<file path="config.mk">
export PLATFORM = sky130hd
export DESIGN_NAME = pipe_ctl
export DESIGN_NICKNAME = d
export VERILOG_FILES = /design/src/rtl/pipe_ctl_pkg.sv /design/src/rtl/pipe_ctl_mem_port_arb.sv /design/src/rtl/pipe_ctl.sv
export SDC_FILE = /design/constraint.sdc
export NUM_CORES = 1
export LEC_CHECK = 0
export CORE_UTILIZATION = 32
export CTS_BUF_LIST = sky130_fd_sc_hd__clkbuf_16
export DETAILED_ROUTE_END_ITERATION = 12
export GPL_TIMING_DRIVEN = 0
export PLACE_DENSITY = 0.76
export SLEW_MARGIN = 0
export SYNTH_ARGS = -nofsm -noshare
export SYNTH_HDL_FRONTEND = slang
export SYNTH_HIERARCHICAL = 1
export SYNTH_SLANG_ARGS = --single-unit
export TNS_END_PERCENT = 30
</file>
<file path="constraint.sdc">
create_clock -name ck -period 2.2 [get_ports ck]
set_clock_uncertainty 0.1 [all_clocks]
set_input_delay 0.55 -clock ck [delete_from_list [all_inputs] [get_ports ck]]
set_output_delay 0.55 -clock ck [all_outputs]
set_load 0.05 [all_outputs]
</file>
<file path="src/rtl/pipe_ctl_pkg.sv">
// Purpose : shared types and constants for the pipeline sequencer.
// Latency : n/a (types and constants only).
// Backpress: n/a.
//
// Contents: opcode constants, sequencer state enum, memory-port grant enum,
// default address/data widths.

package pipe_pkg;

    localparam int ADDR_W_DEF = 9;
    localparam int DATA_W_DEF = 16;

    localparam logic [3:0] OP_NOP = 4'b0000;
    localparam logic [3:0] OP_LD  = 4'b1001;
    localparam logic [3:0] OP_ST  = 4'b1010;
    localparam logic [3:0] OP_BEQ = 4'b1100;
    localparam logic [3:0] OP_BGT = 4'b1101;
    localparam logic [3:0] OP_JMP = 4'b1110;
    localparam logic [3:0] OP_HLT = 4'b1111;

    typedef enum logic [1:0] {
        IDLE  = 2'd0,
        RUN   = 2'd1,
        FLUSH = 2'd2,
        HALT  = 2'd3
    } ctl_state_t;

    typedef enum logic [1:0] {
        G_NONE  = 2'd0,
        G_FETCH = 2'd1,
        G_LD    = 2'd2,
        G_ST    = 2'd3
    } grant_t;

endpackage

</file>
<file path="src/rtl/pipe_ctl_mem_port_arb.sv">
// Purpose : fixed-priority arbiter (store > load > fetch) for the single-port memory.
// Latency : grant is combinational; return tag is registered, so read data steers one cycle later.
// Backpress: losers are simply not granted this cycle; requesters hold their request.
//
// Ports:
//   ck, rst                      clock, synchronous active-high reset
//   st_req/st_addr/st_data       store request from execute
//   ld_req/ld_addr               load request from execute
//   fetch_req/fetch_addr         instruction fetch request at the fetch pointer
//   fetch_keep                   a granted fetch is tagged for return (0 = issue but discard)
//   grant                        this cycle's winner
//   ret_tag                      winner of the previous cycle, i.e. owner of mem_rdata now
//   mem_addr/mem_we/mem_wdata    memory port drive

module mem_port_arb
    import pipe_pkg::*;
#(
    parameter int ADDR_W = ADDR_W_DEF,
    parameter int DATA_W = DATA_W_DEF
) (
    input  logic              ck,
    input  logic              rst,
    input  logic              st_req,
    input  logic [ADDR_W-1:0] st_addr,
    input  logic [DATA_W-1:0] st_data,
    input  logic              ld_req,
    input  logic [ADDR_W-1:0] ld_addr,
    input  logic              fetch_req,
    input  logic [ADDR_W-1:0] fetch_addr,
    input  logic              fetch_keep,
    output grant_t            grant,
    output grant_t            ret_tag,
    output logic [ADDR_W-1:0] mem_addr,
    output logic              mem_we,
    output logic [DATA_W-1:0] mem_wdata
);

    always_comb begin
        grant     = G_NONE;
        mem_addr  = '0;
        mem_we    = 1'b0;
        mem_wdata = '0;
        if (st_req) begin
            grant     = G_ST;
            mem_addr  = st_addr;
            mem_we    = 1'b1;
            mem_wdata = st_data;
        end else if (ld_req) begin
            grant    = G_LD;
            mem_addr = ld_addr;
        end else if (fetch_req) begin
            grant    = G_FETCH;
            mem_addr = fetch_addr;
        end
    end

    // Stores return nothing, but tagging them is harmless: only G_FETCH and
    // G_LD steer read data. A fetch that is issued without being kept (flush
    // refetch, killed by redirect/halt) leaves no tag, so its data is dropped.
    always_ff @(posedge ck) begin
        if (rst) begin
            ret_tag <= G_NONE;
        end else if (grant == G_FETCH && !fetch_keep) begin
            ret_tag <= G_NONE;
        end else begin
            ret_tag <= grant;
        end
    end

endmodule

</file>
<file path="src/rtl/pipe_ctl.sv">
// Purpose : pipeline sequencer - owns the PC, fetches, applies redirects/halt, shares the memory port.
// Latency : fetch and load data return 1 cycle after grant; redirect gives FLUSH_CYCLES dead cycles.
// Backpress: fetch yields the port to store/load (fetch_stall=1) and retries the same address.
//
// Ports:
//   ck, rst                 clock, synchronous active-high reset
//   start                   leave IDLE/HALT and fetch from the held pointer
//   ex_*                    execute-stage controls: op, redirect, store
//   ld_req/ld_addr          load request
//   mem_*                   single-port 512x16 memory interface (read latency 1)
//   pc/instr/instr_valid    fetched instruction stream
//   ld_data/ld_valid        load return
//   fetch_stall, halted     status
// Optional feature macro PIPE_CTL_PERF_EN adds perf_stall_cnt / perf_flush_cnt.

module pipe_ctl
    import pipe_pkg::*;
#(
    parameter int                ADDR_W       = ADDR_W_DEF,
    parameter int                DATA_W       = DATA_W_DEF,
    parameter logic [ADDR_W-1:0] RESET_PC     = '0,
    parameter int                FLUSH_CYCLES = 3
) (
    input  logic              ck,
    input  logic              rst,
    input  logic              start,
    input  logic              ex_valid,
    input  logic [3:0]        ex_op,
    input  logic              ex_is_jump,
    input  logic [ADDR_W-1:0] ex_next_pc,
    input  logic              ex_is_write,
    input  logic [ADDR_W-1:0] ex_write_addr,
    input  logic [DATA_W-1:0] ex_data,
    input  logic              ld_req,
    input  logic [ADDR_W-1:0] ld_addr,
    output logic [ADDR_W-1:0] mem_addr,
    output logic              mem_we,
    output logic [DATA_W-1:0] mem_wdata,
    input  logic [DATA_W-1:0] mem_rdata,
    output logic [ADDR_W-1:0] pc,
    output logic [DATA_W-1:0] instr,
    output logic              instr_valid,
    output logic [DATA_W-1:0] ld_data,
    output logic              ld_valid,
    output logic              fetch_stall,
    output logic              halted
`ifdef PIPE_CTL_PERF_EN
    ,
    output logic [15:0]       perf_stall_cnt,
    output logic [15:0]       perf_flush_cnt
`endif
);

    localparam logic [2:0] FLUSH_LD = 3'(FLUSH_CYCLES);

    ctl_state_t        state_q, state_d;
    logic [2:0]        cnt_q, cnt_d;
    logic [ADDR_W-1:0] fptr_q, fptr_d;
    logic [ADDR_W-1:0] pc_q;

    logic   active;
    logic   redirect;
    logic   halt_cmd;
    logic   fetch_keep;
    logic   fetch_adv;
    grant_t grant;
    grant_t ret_tag;

    // Execute-stage controls only act while the pipeline is running.
    assign active   = (state_q == RUN) || (state_q == FLUSH);
    assign redirect = active && ex_valid && ex_is_jump;
    assign halt_cmd = active && ex_valid && (ex_op == OP_HLT);

    // During FLUSH the port keeps fetching the redirect target, but only the
    // fetch in the last flush cycle is kept and advances the pointer; that
    // makes the first valid instruction after the window the target itself.
    // A fetch issued in a redirect or halt cycle is the in-flight fetch that
    // gets discarded; leaving the pointer untouched is the halt rewind.
    assign fetch_keep = active && !redirect && !halt_cmd &&
                        ((state_q == RUN) || (cnt_q == 3'd1));
    assign fetch_adv  = (grant == G_FETCH) && fetch_keep;

    mem_port_arb #(
        .ADDR_W (ADDR_W),
        .DATA_W (DATA_W)
    ) u_arb (
        .ck         (ck),
        .rst        (rst),
        .st_req     (ex_valid && ex_is_write),
        .st_addr    (ex_write_addr),
        .st_data    (ex_data),
        .ld_req     (ld_req),
        .ld_addr    (ld_addr),
        .fetch_req  (active),
        .fetch_addr (fptr_q),
        .fetch_keep (fetch_keep),
        .grant      (grant),
        .ret_tag    (ret_tag),
        .mem_addr   (mem_addr),
        .mem_we     (mem_we),
        .mem_wdata  (mem_wdata)
    );

    always_comb begin
        state_d = state_q;
        cnt_d   = cnt_q;
        unique case (state_q)
            IDLE, HALT: begin
                if (start) begin
                    state_d = RUN;
                end
            end
            RUN: begin
                if (halt_cmd) begin
                    state_d = HALT;
                end else if (redirect) begin
                    state_d = FLUSH;
                    cnt_d   = FLUSH_LD;
                end
            end
            FLUSH: begin
                if (halt_cmd) begin
                    state_d = HALT;
                    cnt_d   = '0;
                end else if (redirect) begin
                    cnt_d = FLUSH_LD;
                end else if (cnt_q == 3'd1) begin
                    state_d = RUN;
                    cnt_d   = '0;
                end else begin
                    cnt_d = cnt_q - 3'd1;
                end
            end
            default: begin
                state_d = IDLE;
                cnt_d   = '0;
            end
        endcase
    end

    // Halt wins over a simultaneous redirect for state, but the target still
    // lands in the pointer so a later start resumes there.
    always_comb begin
        fptr_d = fptr_q;
        if (redirect) begin
            fptr_d = ex_next_pc;
        end else if (fetch_adv) begin
            fptr_d = fptr_q + ADDR_W'(1);
        end
    end

    always_ff @(posedge ck) begin
        if (rst) begin
            state_q <= IDLE;
            cnt_q   <= '0;
            fptr_q  <= RESET_PC;
            pc_q    <= RESET_PC;
        end else begin
            state_q <= state_d;
            cnt_q   <= cnt_d;
            fptr_q  <= fptr_d;
            if (fetch_adv) begin
                pc_q <= fptr_q;
            end
        end
    end

    assign pc          = pc_q;
    assign instr_valid = (ret_tag == G_FETCH) && (state_q == RUN);
    assign instr       = instr_valid ? mem_rdata : '0;
    assign ld_valid    = (ret_tag == G_LD);
    assign ld_data     = ld_valid ? mem_rdata : '0;
    assign fetch_stall = active && ((grant == G_ST) || (grant == G_LD));
    assign halted      = (state_q == HALT);

`ifdef PIPE_CTL_PERF_EN
    always_ff @(posedge ck) begin
        if (rst) begin
            perf_stall_cnt <= '0;
            perf_flush_cnt <= '0;
        end else begin
            if (fetch_stall && (perf_stall_cnt != 16'hFFFF)) begin
                perf_stall_cnt <= perf_stall_cnt + 16'd1;
            end
            if ((state_q == FLUSH) && (perf_flush_cnt != 16'hFFFF)) begin
                perf_flush_cnt <= perf_flush_cnt + 16'd1;
            end
        end
    end
`endif

endmodule

</file>
# Word level (Yosys, flattened, before mapping)
# Index checks and enable logic that the tools add are counted.
[totals]
out_inout_bits = 71
reg_bits = 25
elab_cells = 72
in_bits = 70
[classes]
mux = 25
eq_ne = 16
n_reduce_logical = 24
add_sub_neg = 2
[ops]
columns = ["op", "count"]
rows = [
  ["two-way mux 16 bit", 3],
  ["two-way mux 9 bit", 5],
  ["two-way mux 2 bit", 8],
  ["two-way mux 3 bit", 5],
  ["logical AND 1 bit", 11],
  ["equality test 2 bit, second input constant", 5],
  ["adder 9 x 1 -> 9 bit, second input constant", 1],
  ["equality test 2 x 1 -> 1 bit, second input constant", 3],
  ["!= test 2 bit, second input constant", 3],
  ["!= test 3 bit, second input constant", 2],
  ["one-hot mux 2 bit (3 select lines)", 1],
  ["one-hot mux 3 bit (2 select lines)", 1],
  ["equality test 4 bit, second input constant", 1],
  ["AND reduction 4 bit", 1],
  ["nonzero test 2 bit", 2],
  ["OR reduction 2 bit", 2],
  ["equality test 3 x 1 -> 1 bit, second input constant", 1],
  ["zero test 1 bit", 3],
  ["logical OR 1 bit", 3],
  ["!= test 3 x 2 -> 1 bit, second input constant", 1],
  ["AND reduction 3 bit", 1],
  ["subtractor 3 x 1 -> 3 bit, second input constant", 1],
  ["zero test 2 bit", 1],
  ["two-way mux 1 bit", 2],
]

# Longest topological paths before layout
# Gate-level depths: netlist (run 1).
[depth]
ltp_word = 11
mapped_depth = 11
depth_no_buf = 8

# Cells and area by module
# The synthesis (run 1) kept the hierarchy.
[modules_own_cells]
columns = ["mod", "cells_each", "seq_area_each_um2", "area_each_um2", "n_inst"]
rows = [
  ["pipe_ctl", 175, 460.4, 1516.5, 1],
  ["mem_port_arb", 60, 40.0, 484.2, 1],
]

# Least setup slack after synthesis (run 1)
# Ideal clock, no wire load.
[synth_timing]
path_type = "register to output"
from = "register state_q[1]"
to = "output instr[10]"
arrival_ns = 2.112
stages_incl_launch_ff = 7
path_buffers = 2
required_time_ns = 1.550
setup_slack_ns = -0.562
cell_sequence = "dfxtp_1 -> inv_1 -> ha_1 -> and3b_1 -> clkbuf_1 -> clkbuf_1 -> and2_1"
[synth_via]
elab_chain_len = 3
[synth_lines]
columns = ["item", "line_no", "source"]
rows = [
  ["start: declaration", "pipe_ctl.sv:56", "ctl_state_t state_q, state_d;"],
  ["start signal: assignment", "pipe_ctl.sv:159", "state_q <= state_d;"],
  ["equality test 2 x 1 -> 1 bit", "pipe_ctl.sv:169", "assign instr_valid = (ret_tag == G_FETCH) && (state_q == RUN);"],
  ["logical AND 1 bit", "pipe_ctl.sv:169", ""],
  ["via instr_valid", "pipe_ctl.sv:42", "output logic instr_valid,"],
  ["two-way mux 16 bit", "pipe_ctl.sv:170", "assign instr = instr_valid ? mem_rdata : '0;"],
  ["end: declaration", "pipe_ctl.sv:41", "output logic [DATA_W-1:0] instr,"],
]
# The timed path passes the listed nets, and every way through them passes these cells.

# Worst setup path after layout (run 1)
[layout_timing]
from = "register state_q[0]"
to = "output mem_addr[1]"
[layout_via]
elab_chain_len = 5
word_cells_on_any_way = 6
cone_classes = "2 x eq/ne; 3 x mux; 1 x reduce/logical"
[layout_lines]
columns = ["item", "line_no", "source"]
rows = [
  ["equality test 2 x 1 -> 1 bit or equality test 2 bit (tied branches)", "pipe_ctl.sv:70", "assign active = (state_q == RUN) || (state_q == FLUSH);"],
  ["logical OR 1 bit (*)", "pipe_ctl.sv:70", ""],
  ["via active", "pipe_ctl.sv:61", "logic active;"],
  ["two-way mux 9 bit (*)", "pipe_ctl_mem_port_arb.sv:51", "end else if (fetch_req) begin"],
  ["two-way mux 9 bit (*)", "pipe_ctl_mem_port_arb.sv:48", "end else if (ld_req) begin"],
  ["two-way mux 9 bit (*)", "pipe_ctl_mem_port_arb.sv:43", "if (st_req) begin"],
  ["end: declaration", "pipe_ctl.sv:36", "output logic [ADDR_W-1:0] mem_addr,"],
]
# Mark *: on every way through the listed nets, which the timed path passes. The rest lies on a longest branch.

==> reports/qor.yml, run 1 <==
cells_and_area:
  final_common_cell: "clkdlybuf4s50_1"
  mostFrequentLayoutCells: "clkdlybuf4s50_1 (75), and2_1 (39), buf_6 (35)"
  fin_area_mm2: 0.00384
  fin_cells: 469
  synthToLayoutAreaGrowth_pct: 91.9
  layout.nets: 471
  layout-drive-gt1-share_pct: 36.5
  diodes: 0
drt:
  drt-total-wl_mm: 7.73
  drtIter0Drc: 41
  ant_nets: 0
  drc_errors: 0
  wl_per_cell_um: 16.5
  vias_per_cell: 4.97
  drtPass1Iterations: 4
  dr_total_vias: 2333
synth:
  mappedNetlistArea_mm2: 0.00200
  synthMuxAreaShare_pct: 5.50
  synth_top_area_share_pct: 25.0
  synth_compound_area_share_pct: 18.8
  synth_simple_gate_area_share_pct: 36.6
  synth_nets: 311
  synth_top_family_by_area: "simple AND/OR/NAND/NOR gates"
  syn_inst: 235
  yosysWarningCount: 6
  synth_area_leaders: "dfxtp_1 (25%), and2_1 (15%), mux2i_1 (5.5%)"
  synth-xor-area-share_pct: 2.63
  ys_ff_latch: 25
  yosysTopAreaCell: "dfxtp_1"
  synth_cell_types: 41
  synth_fa_ha_area_share_pct: 3.75
  ys_seq_area_share_pct: 25.0
  avgSynthCellArea_um2: 8.51
pwr:
  p_comb_share_pct: 54.7
  internal-power_mw: 1.30
  seqPwrFrac_pct: 26.5
  p_leak_nw: 1.54
  cellPowerDensity_mw_per_mm2: 570
  clkPwrFrac_pct: 18.8
  max-vdd-ir-drop_uv: 406
  p_sw_uw: 884
  swShare_pct: 40.4
worst_setup_path:
  path_cells: "inv_4 > ha_4 > clkinv_4 > buf_6 > nand3b_1 > a2bb2oi_2 > buf_6"
  critical_path_class: "reg2out"
  endpoint_kind: "output pin"
  path_max_fanout: 5
  r2r-start: "state_q[0]"
  crit_arrival_ns: 1.58
  crit_family: "flip-flops"
  cpMostUsedCell: "buf_6"
  r2r_setup_slack_ns: 0
  required_ns: 1.55
  r2r_end: "fptr_q[6]"
  crit_path_start_kind: "register"
  cpMaxStageDelayCell: "dfxtp_4"
  reg2reg_depth: 10
  cp_num_buf_inv: 4
  critPathMaxStageDelay_ns: 0.38
global_routing:
  use_met2_pct: 42.9
  grt_start_max_net_pins: 15
  grt_busiest_layer: "met2"
  use_met3_pct: 4.61
  antenna_found_initial: 0
  grt-ovfl-total: 0
  grt_util_met1_pct: 24.9
  grtUsageTotal_pct: 22.6
  grt_first_pass_wirelength_mm: 11.2
  first_global_vias: 2228
run_status:
  failed_checks: "setup timing"
  status: "finished with violations"
clocking:
  clk_pin_slew_ns: 0.07
  htreeDepth: 1
  clkLatencyLatePin_ns: 0.26
  cts_tree: "done"
  cts_root_buf: "clkbuf_16"
  numCtsBuffers: 3
  clk_path_buf_depth: 2
  clkSinkCount: 25
sta:
  slew_violations: 0
  fmax_ghz: 0.448
  hold_viol_final: 0
  finalSetupViolCount: 4
  worstMarginPinSlew_ns: 0.521
  fin_ws_ns: -0.0309
  fin_crit_ns: 2.23
  relSlewSlack_pct: 65.3
  final.period_utilization_pct: 101
  rsz0062_at_grt: "true"
hold_path:
  holdPathStages: 2
  hold_class: "reg2reg"
  hold_end: "pc[7]"
  hp-start: "pc[7]"
die:
  core-area_mm2: 0.00599
  dieArea_mm2: 0.00657
  die_x_um: 81.1
  start_util_pct: 33.4
  die_h_um: 81.1
  num_io_pins: 141
  num_rows: 28
placed_design:
  place_area_mm2: 0.00353
  gp_congestion: 0.803
  dp.cells: 449
  dp_hpwl_mm: 5.55
  portBuffers: 139
job:
  drv_cap: 0
-- per-stage QoR --
stage	TNS, ns	hold slack, ns	power [mW]	setup WS [ns]	util, %
CTS	-1.47	0.402	2.16	-0.0990	63.8
global route	-1.43	0.435	2.29	-0.0901	64.1
global placement	-57.80	0.381	1.53	-1.16	58.9
detailed placement	-59.48	0.386	1.54	-1.19	58.9
finish	-0.0622	0.397	2.19	-0.0309	64.1
floorplan	-2.99	0.369	1.20	-0.251	-
-- registers in the layout (all words and copies together) (netlist names) --
name and cells:
cnt_q 3, pc 9, fptr_q 9, u_arb/ret_tag 2, state_q 2
-- power groups by stage --
stage / Sequential, mW / Clock [mW] / Combinational, mW
final: 0.580 / 0.410 / 1.20
after global routing: 0.588 / 0.437 / 1.27
after CTS: 0.576 / 0.417 / 1.17
after detailed placement: 0.568 / 0 / 0.975
after global placement: 0.567 / 0 / 0.963
after floorplan: 0.553 / 0 / 0.645
-- layer usage --
metal,vias up,wire [um]
li1,1144,-
met1,1095,2980
met2,86,4110
met3,8,568
met4,0,74
met5,-,0
-- final cells by class --
| type | count | area, um^2 |
|---|---|---|
| fillers | 510 | 2150 |
| multi-input cells | 184 | 1500 |
| repair buffers | 158 | 1480 |
| flip-flops and latches | 25 | 508 |
| plain buffers | 15 | 130 |
| well taps | 75 | 93.8 |
| clock buffers | 3 | 75.1 |
| inverters | 8 | 50.0 |
| clock inverters | 1 | 5.00 |
-- repair_timing --
| action | CTS | global route |
|---|---|---|
| setup endpoints to repair | 80 | 62 |
| gates resized for setup | 381 | 21 |
| buffers inserted | 16 | 0 |
| hold buffers | 0 | 0 |
| gates cloned | 3 | 0 |
| pin swaps | 16 | 10 |
| hold endpoints to repair | 0 | 0 |
-- worst max path at each step --
stage	slack (ns)	from	depth (start not counted)	to
finish	-0.03	state_q[0]	7	mem_addr[1]
detailed placement	-1.19	ex_valid	8	fetch_stall
floorplan	-0.25	ex_is_write	6	fetch_stall
CTS	-0.1	state_q[0]	8	mem_addr[1]
global route	-0.09	state_q[0]	10	fptr_q[6]
global placement	-1.16	ex_valid	8	fetch_stall
-- synthesized netlist by cell type (all sizes together) --
cell / count
a21oi: 12
a21o: 1
a2bb2oi: 9
nor3: 4
nor4: 4
a31oi: 1
nand2b: 1
clkbuf: 6
dfxtp: 25
inv: 8
mux2i: 11
buf: 12
a2111oi: 1
xnor2: 6
a41oi: 1
and4: 2
o21ai: 3
nand3: 3
a22oi: 1
nand3b: 12
o22ai: 1
nor2: 22
a211oi: 14
nand2: 7
and4bb: 1
and2b: 1
nand4: 1
and2: 49
nor4b: 2
ha: 6
nor3b: 1
o211ai: 1
nor2b: 4
and3b: 2
-- worst reg2reg max path: stages, from the launching register on --
cell and delay (ns):
dfxtp_4 0.38, inv_4 0.04, ha_4 0.29, clkinv_4 0.06
buf_4 0.14, buf_4 0.13, a21o_1 0.17, o211ai_4 0.16
and4bb_2 0.30, xnor2_1 0.12, a211oi_1 0.22
-- kinds of logic (layout without fill, tap and decap cells) --
family | after synthesis | count (layout)
AND/OR/NAND/NOR | 116 | 116
AO/OA/AOI/OAI | 45 | 45
buffers and inverters | 26 | 185
flip-flops | 25 | 25
multiplexers | 11 | 11
adder cells (fa/ha/maj) | 6 | 6
XOR/XNOR | 6 | 6
(Power assumes the default switching activity.)
==> run 2, diff against run 1 <==
Settings changed: CAP_MARGIN set to 40, MAX_ROUTING_LAYER set to met4, TNS_END_PERCENT 30 to not set.
==> run 2 against run 1 <==
The run still ends with setup timing left; flip-flop and latch count did not move; non-clock buffer count rose by 6; count of clock-buffer cells in the layout did not move; design area rose by 3.9%; global-route usage fell by 0.10 points; critical path type is now in2out.
==> reports/qor.yml, run 2 (synthesis results as in run 1) <==
drt:
  wl_per_cell_um: 15.8  # was 16.5 um
  drc_errors: 0  # unchanged
  drtPass1Iterations: 6  # was 4
  vias_per_cell: 4.91  # was 4.97
  drtIter0Drc: 76  # was 41
  drt-total-wl_mm: 7.53  # was 7.73 mm
  dr_total_vias: 2339  # was 2,333
  ant_nets: 0  # unchanged
pwr:
  max-vdd-ir-drop_uv: 413  # was 406 uV
  p_leak_nw: 1.60  # was 1.54 nW
  cellPowerDensity_mw_per_mm2: 566  # was 570 mW/mm^2
  power_mw: 2.26  # was 2.19 mW
sta:
  hold_viol_final: 0  # unchanged
  worstMarginPinSlew_ns: 0.508  # was 0.521 ns
  slew_violations: 0  # unchanged
  relSlewSlack_pct: 66.1  # was 65.3%
  final.period_utilization_pct: 101  # about the same
  finalSetupViolCount: 2  # was 4
  rsz0062_at_grt: "true"  # unchanged
  fin_crit_ns: 2.21  # was 2.23 ns
  fmax_ghz: 0.452  # was 0.448 GHz
  fin_ws_ns: -0.0129  # was -0.0309 ns
placed_design:
  dp.cells: 449  # unchanged
  dp_hpwl_mm: 5.47  # was 5.55 mm
  gp_congestion: 0.856  # was 0.803
  portBuffers: 139  # unchanged
run_status:
  failed_checks: "setup timing"  # unchanged
  status: "finished with violations"  # unchanged
global_routing:
  grt_start_max_net_pins: 14  # was 15
  antenna_found_initial: 0  # unchanged
  grt_first_pass_wirelength_mm: 11.0  # was 11.2 mm
  grtUsageTotal_pct: 22.5  # was 22.6%
  grt-ovfl-total: 0  # unchanged
  first_global_vias: 2226  # was 2,228
worst_setup_path:
  critPathMaxStageDelay_ns: 0.48  # was 0.38 ns
  critical_path_class: "in2out"  # was reg2out
  crit_path_start_kind: "input pin"  # was register
  r2r-start: "state_q[0]"  # unchanged
  path_max_fanout: 2  # was 5
  crit_arrival_ns: 1.56  # was 1.58 ns
  crit_family: "buffers and inverters"  # was flip-flops
  cp_num_buf_inv: 2  # was 4
  required_ns: 1.55  # about the same
  r2r_setup_slack_ns: 0.08  # was 0 ns
  path_cells: "clkdlybuf4s50_1 > and2_1 > clkdlybuf4s15_2"  # was inv_4 > ha_4 > clkinv_4 > buf_6 > nand3b_1 > a2bb2oi_2 > buf_6
  cpMaxStageDelayCell: "clkdlybuf4s50_1"  # was dfxtp_4
  startpoint: "mem_rdata[1]"  # was state_q[0]
  endpoint_kind: "output pin"  # unchanged
job:
  drv_cap: 0  # unchanged
clocking:
  clkLatencyLatePin_ns: 0.26  # about the same
  clk_pin_slew_ns: 0.06  # was 0.07 ns
  htreeDepth: 1  # unchanged
  numCtsBuffers: 3  # unchanged
  clk_path_buf_depth: 2  # unchanged
  clkSinkCount: 25  # unchanged
  cts_root_buf: "clkbuf_16"  # unchanged
  cts_tree: "done"  # unchanged
cells_and_area:
  final_common_cell: "clkdlybuf4s50_1"  # unchanged
  layout-drive-gt1-share_pct: 37.9  # was 36.5%
  mostFrequentLayoutCells: "clkdlybuf4s50_1 (75), and2_1 (39), buf_4 (33)"  # was clkdlybuf4s50_1 (75), and2_1 (39), buf_6 (35)
  layout.nets: 478  # was 471
  synthToLayoutAreaGrowth_pct: 99.4  # was 91.9%
  diodes: 0  # unchanged
  fin_cells: 476  # was 469
hold_path:
  hp-start: "pc[6]"  # was pc[7]
  hold_class: "reg2reg"  # unchanged
die:
  die_h_um: 81.1  # unchanged
  dieArea_mm2: 0.00657  # unchanged
  core-area_mm2: 0.00599  # unchanged
  num_rows: 28  # unchanged
  die_x_um: 81.1  # unchanged
  start_util_pct: 33.4  # unchanged
  num_io_pins: 141  # unchanged
## run 2: cell types whose count changed in the layout (fill, tap and decap cells not counted), moves of 5 or more
cell | previous run | this run
buf_2 | 27 | 22
buf_4 | 18 | 33
a2bb2oi_2 | 9 | 2
a2bb2oi_4 | 0 | 7
buf_8 | 2 | 13
buf_6 | 35 | 16
## run 2: path summary, 6_finish.rpt
kind           endpoint  cells past startpoint
max          ld_data[1]                      3
min               pc[6]                      2
max reg2reg   fptr_q[2]                     11
min reg2reg       pc[6]                      2
## run 2: through the flow
| step | utilization (%) | setup TNS, ns | hold slack (ns) | setup WS, ns | instance area, um^2 |
|---|---|---|---|---|---|
| 3_5_place_dp | 60.8 | -58.03 | 0.384 | -1.11 | 3640 |
| 3_3_place_gp | 60.8 | -55.36 | 0.380 | -1.08 | 3640 |
| 5_1_grt | 66.6 | -0.461 | 0.423 | -0.0473 | 3990 |
| 2_1_floorplan | - | -0.442 | 0.369 | -0.146 | 2160 |
| 4_1_cts | 64.6 | -0.707 | 0.396 | -0.0958 | 3870 |
| 6_report | 66.6 | -0.0233 | 0.398 | -0.0129 | 3990 |
## run 2: what timing repair did
| item | in CTS | in global routing |
|---|---|---|
| gates resized for setup | 371 | 31 |
| gates cloned | 3 | 2 |
| setup endpoints to repair | 80 | 73 |
| hold endpoints to repair | 0 | 0 |
| hold buffers | 0 | 0 |
| setup buffers | 17 | 5 |
| pin swaps | 9 | 16 |
## run 2: final cells by class
cell class / instances / area (um^2)
multi-input combinational: 185 / 1560
inverter: 8 / 50.0
clock buffer: 3 / 75.1
sequential: 25 / 505
fill: 516 / 2000
buffer: 14 / 125
tap: 75 / 93.8
clock inverter: 1 / 3.75
timing repair buffer: 165 / 1580
## run 2: worst reg2reg max path: cells and delay by family, from the launching register on
kind | cells | cell delay, ns
AOI/OAI and AO/OA | 2 | 0.33
DFF | 1 | 0.34
and+or+nand+nor | 3 | 0.49
adders and majority gates | 1 | 0.29
buffers and inverters | 5 | 0.48
## run 2: layer usage
layer | share of wire (%) | track usage (%) | up-vias
met3 | 8.0 | 3.71 | 7
met2 | 51 | 42.3 | 95
met4 | 0.84 | 4.29 | 0
li1 | - | - | 1157
met5 | 0 | - | -
met1 | 40 | 24.8 | 1080
## run 2: power breakdown
| group | internal (mW) | total [mW] | switching (mW) |
|---|---|---|---|
| combinational | 0.622 | 1.29 | 0.671 |
| sequential | 0.504 | 0.566 | 0.0620 |
| clock | 0.243 | 0.400 | 0.157 |
==> run 3, diff against run 2 <==
Settings changed: SYNTH_HIERARCHICAL 1 to not set.
==> run 3 against run 2 <==
The flow still finishes with violations (setup timing); critical path depth grew 5; combinational power shrank 23%; count of clock-buffer cells in the layout is the same; clock power grew 5.0%; synthesized area shrank 0.56%; design area grew 8.6%; non-clock buffer count grew 13; routed wire length grew 9.6%; register-to-register slack lost 0.08 ns; critical endpoint is now mem_addr[5]; largest cell class unchanged; highest routed layer unchanged.
==> reports/qor.yml, run 3 <==
global_routing:
  first_global_vias: 2753  # was 2,226
  grt-ovfl-total: 0  # unchanged
  antenna_found_initial: 0  # unchanged
  grt_start_max_net_pins: 16  # was 14
  grt_first_pass_wirelength_mm: 12.9  # was 11.0 mm
  grtUsageTotal_pct: 25.8  # was 22.5%
drt:
  wl_met3_um: 724  # was 604 um
  dr_total_vias: 2759  # was 2,339
  drt-total-wl_mm: 8.25  # was 7.53 mm
  wl_met2_mm: 4.19  # was 3.82 mm
  drtIter0Drc: 135  # was 76
  ant_nets: 0  # unchanged
  m1WireLength_mm: 3.20  # was 3.04 mm
  vias_per_cell: 5.36  # was 4.91
  drtPass1Iterations: 4  # was 6
  top_layer: "met4"  # unchanged
  drc_errors: 0  # unchanged
  wl_per_cell_um: 16.0  # was 15.8 um
sta:
  worstMarginPinSlew_ns: 0.544  # was 0.508 ns
  fmax_ghz: 0.416  # was 0.452 GHz
  hold_ws_ns: 0.371  # was 0.398 ns
  relSlewSlack_pct: 63.8  # was 66.1%
  fin_ws_ns: -0.207  # was -0.0129 ns
  rsz0062_at_grt: "true"  # unchanged
  final.period_utilization_pct: 109  # was 101%
  slew_violations: 0  # unchanged
  finalSetupViolCount: 25  # was 2
  fin_crit_ns: 2.41  # was 2.21 ns
  hold_viol_final: 0  # unchanged
  setup-tns-final_ns: -3.29  # was -0.0233 ns
clocking:
  clkSinkCount: 25  # unchanged
  numCtsBuffers: 3  # unchanged
  cts_tree: "done"  # unchanged
  clk_pin_slew_ns: 0.07  # was 0.06 ns
  htreeDepth: 1  # unchanged
  cts_root_buf: "clkbuf_16"  # unchanged
  clkLatencyLatePin_ns: 0.26  # about the same
  clk_path_buf_depth: 2  # unchanged
synth:
  synth_cell_types: 43  # was 41
  yosysWarningCount: 0  # was 6
  ys_ff_latch: 25  # unchanged
  synth_ff_type: "dfxtp_1"  # unchanged
  synth-edff-count: 0  # unchanged
  mappedNetlistArea_mm2: 0.00199  # was 0.00200 mm^2
  synth_most_common_cell: "and2_1"  # unchanged
  avgSynthCellArea_um2: 7.34  # was 8.51 um^2
  async_reset_ff_share_pct: 0  # unchanged
  synthTopCellsByCount: "and2_1 (34), a21oi_1 (26), dfxtp_1 (25), clkbuf_1 (19), nor2_1 (19)"  # was and2_1 (49), dfxtp_1 (25), nor2_1 (21), a211oi_1 (14)
  ys_seq_area_share_pct: 25.2  # was 25.0%
  syn_inst: 271  # was 235
  synth_nets: 347  # was 311
  synth_top_area_share_pct: 25.2  # was 25.0%
  synth_area_leaders: "dfxtp_1 (25%), and2_1 (11%), a21oi_1 (6.5%)"  # was dfxtp_1 (25%), and2_1 (15%), mux2i_1 (5.5%)
  yosysTopAreaCell: "dfxtp_1"  # unchanged
worst_setup_path:
  required_ns: 1.55  # about the same
  crit_family: "buffers and inverters"  # unchanged
  endpoint_kind: "output pin"  # unchanged
  cpMaxStageDelayCell: "dfxtp_4"  # was clkdlybuf4s50_1
  path_max_fanout: 7  # was 2
  critical_path_class: "reg2out"  # was in2out
  cp_num_buf_inv: 4  # was 2
  crit_arrival_ns: 1.76  # was 1.56 ns
  critPathMaxStageDelay_ns: 0.37  # was 0.48 ns
  path_cells: "inv_4 > ha_4 > buf_6 > clkbuf_16 > nor3b_4 > a21oi_2 > o21ai_4 > buf_6"  # was clkdlybuf4s50_1 > and2_1 > clkdlybuf4s15_2
  crit_path_start_kind: "register"  # was input pin
  cpMostUsedCell: "buf_6"
cells_and_area:
  layout.nets: 517  # was 478
  final_common_cell: "clkdlybuf4s50_1"  # unchanged
  nFillCells: 425  # was 516
  layout-drive-gt1-share_pct: 40.2  # was 37.9%
  mostFrequentLayoutCells: "clkdlybuf4s50_1 (71), buf_4 (24), and2_1 (23), dfxtp_1 (23), clkdlybuf4s15_2 (23)"  # was clkdlybuf4s50_1 (75), and2_1 (39), buf_4 (33)
  diodes: 0  # unchanged
  synthToLayoutAreaGrowth_pct: 118  # was 99.4%
job:
  drv_cap: 0  # unchanged
run_status:
  status: "finished with violations"  # unchanged
  failed_checks: "setup timing"  # unchanged
pwr:
  cellPowerDensity_mw_per_mm2: 447  # was 566 mW/mm^2
  max-vdd-ir-drop_uv: 328  # was 413 uV
  p_leak_nw: 1.76  # was 1.60 nW
placed_design:
  dp_hpwl_mm: 5.63  # was 5.47 mm
  portBuffers: 139  # unchanged
  gp_congestion: 0.883  # was 0.856
die:
  dieArea_mm2: 0.00654  # was 0.00657 mm^2
  num_io_pins: 141  # unchanged
  core-area_mm2: 0.00596  # was 0.00599 mm^2
  start_util_pct: 33.4  # about the same
  die_h_um: 80.8  # was 81.1 um
  die_x_um: 80.8  # was 81.1 um
  num_rows: 28  # unchanged
hold_path:
  hold_class: "reg2reg"  # unchanged
[run 3: changes by cell type after synthesis, sizes merged, moves of 9 or more]
cell and delta:
nand4 +13, o21ai +10, and3 +16, o31ai +14, mux2i -11, a2bb2oi -9
a21oi +14, nand3b -11, a211oi -11, clkbuf +13, and2 -15
[run 3: cell families (layout without fill, tap and decap cells)]
family                     Yosys count  after routing  synth area share [%]
AOI/OAI and AO/OA                   75             75                  24.5
adders and majority gates            6              6                  3.77
buffers and inverters               36            204                  7.74
DFF                                 25             25                  25.2
and+or+nand+nor                    129            130                  38.8
[run 3: metrics by stage]
stage,setup WS [ns],util (%),instances,area (um^2),total power [mW]
after floorplan,-0.0497,-,271,2180,1.01
after global placement,-1.46,61.6,485,3670,1.30
after detailed placement,-1.49,61.6,485,3670,1.31
after CTS,-0.183,70.2,511,4180,1.87
after global routing,-0.247,72.7,515,4330,2.01
final,-0.207,72.7,515,4330,1.93
[run 3: final timing paths]
check / cells past startpoint / to / slack [ns] / startpoint
min: 2 / pc[2] / 0.37 / pc[2]
min reg2reg: 2 / pc[2] / 0.37 / pc[2]
max reg2reg: 8 / fptr_q[3] / 0 / state_q[0]
max: 8 / mem_addr[5] / -0.21 / state_q[0]
[run 3: what timing repair did]
| item | CTS | global route |
|---|---|---|
| pin swaps | 13 | 15 |
| setup endpoints to repair | 72 | 42 |
| gates cloned | 4 | 0 |
| hold buffers | 0 | 0 |
| setup buffers | 21 | 8 |
| resized for setup | 376 | 43 |
[run 3: per-layer routing]
layer	GRT usage, %	up-vias
met5	-	-
met4	8.39	0
met3	4.61	13
met2	46.6	141
met1	28.4	1273
li1	-	1332
[run 3: final cells by class]
type	count	area (um^2)	area share [%]
inverter	8	32.5	0.751
tap	75	93.8	2.17
buffer	23	226	5.23
sequential	25	508	11.7
timing repair buffer	169	1700	39.2
multi-input combinational	211	1690	39.0
clock buffer	3	75.1	1.73
clock inverter	1	7.51	0.173
[run 3: worst min-delay path, stage by stage, from the launching register on]
cell	delay, ns
dfxtp_1	0.31
o31ai_1	0.06
a21oi_1	0.06
[run 3: power breakdown]
part	internal (mW)	switching, mW	leakage, nW
Sequential	0.484	0.0394	0.205
Clock	0.247	0.173	0.0371
Combinational	0.467	0.523	1.52
Total	1.20	0.736	1.76
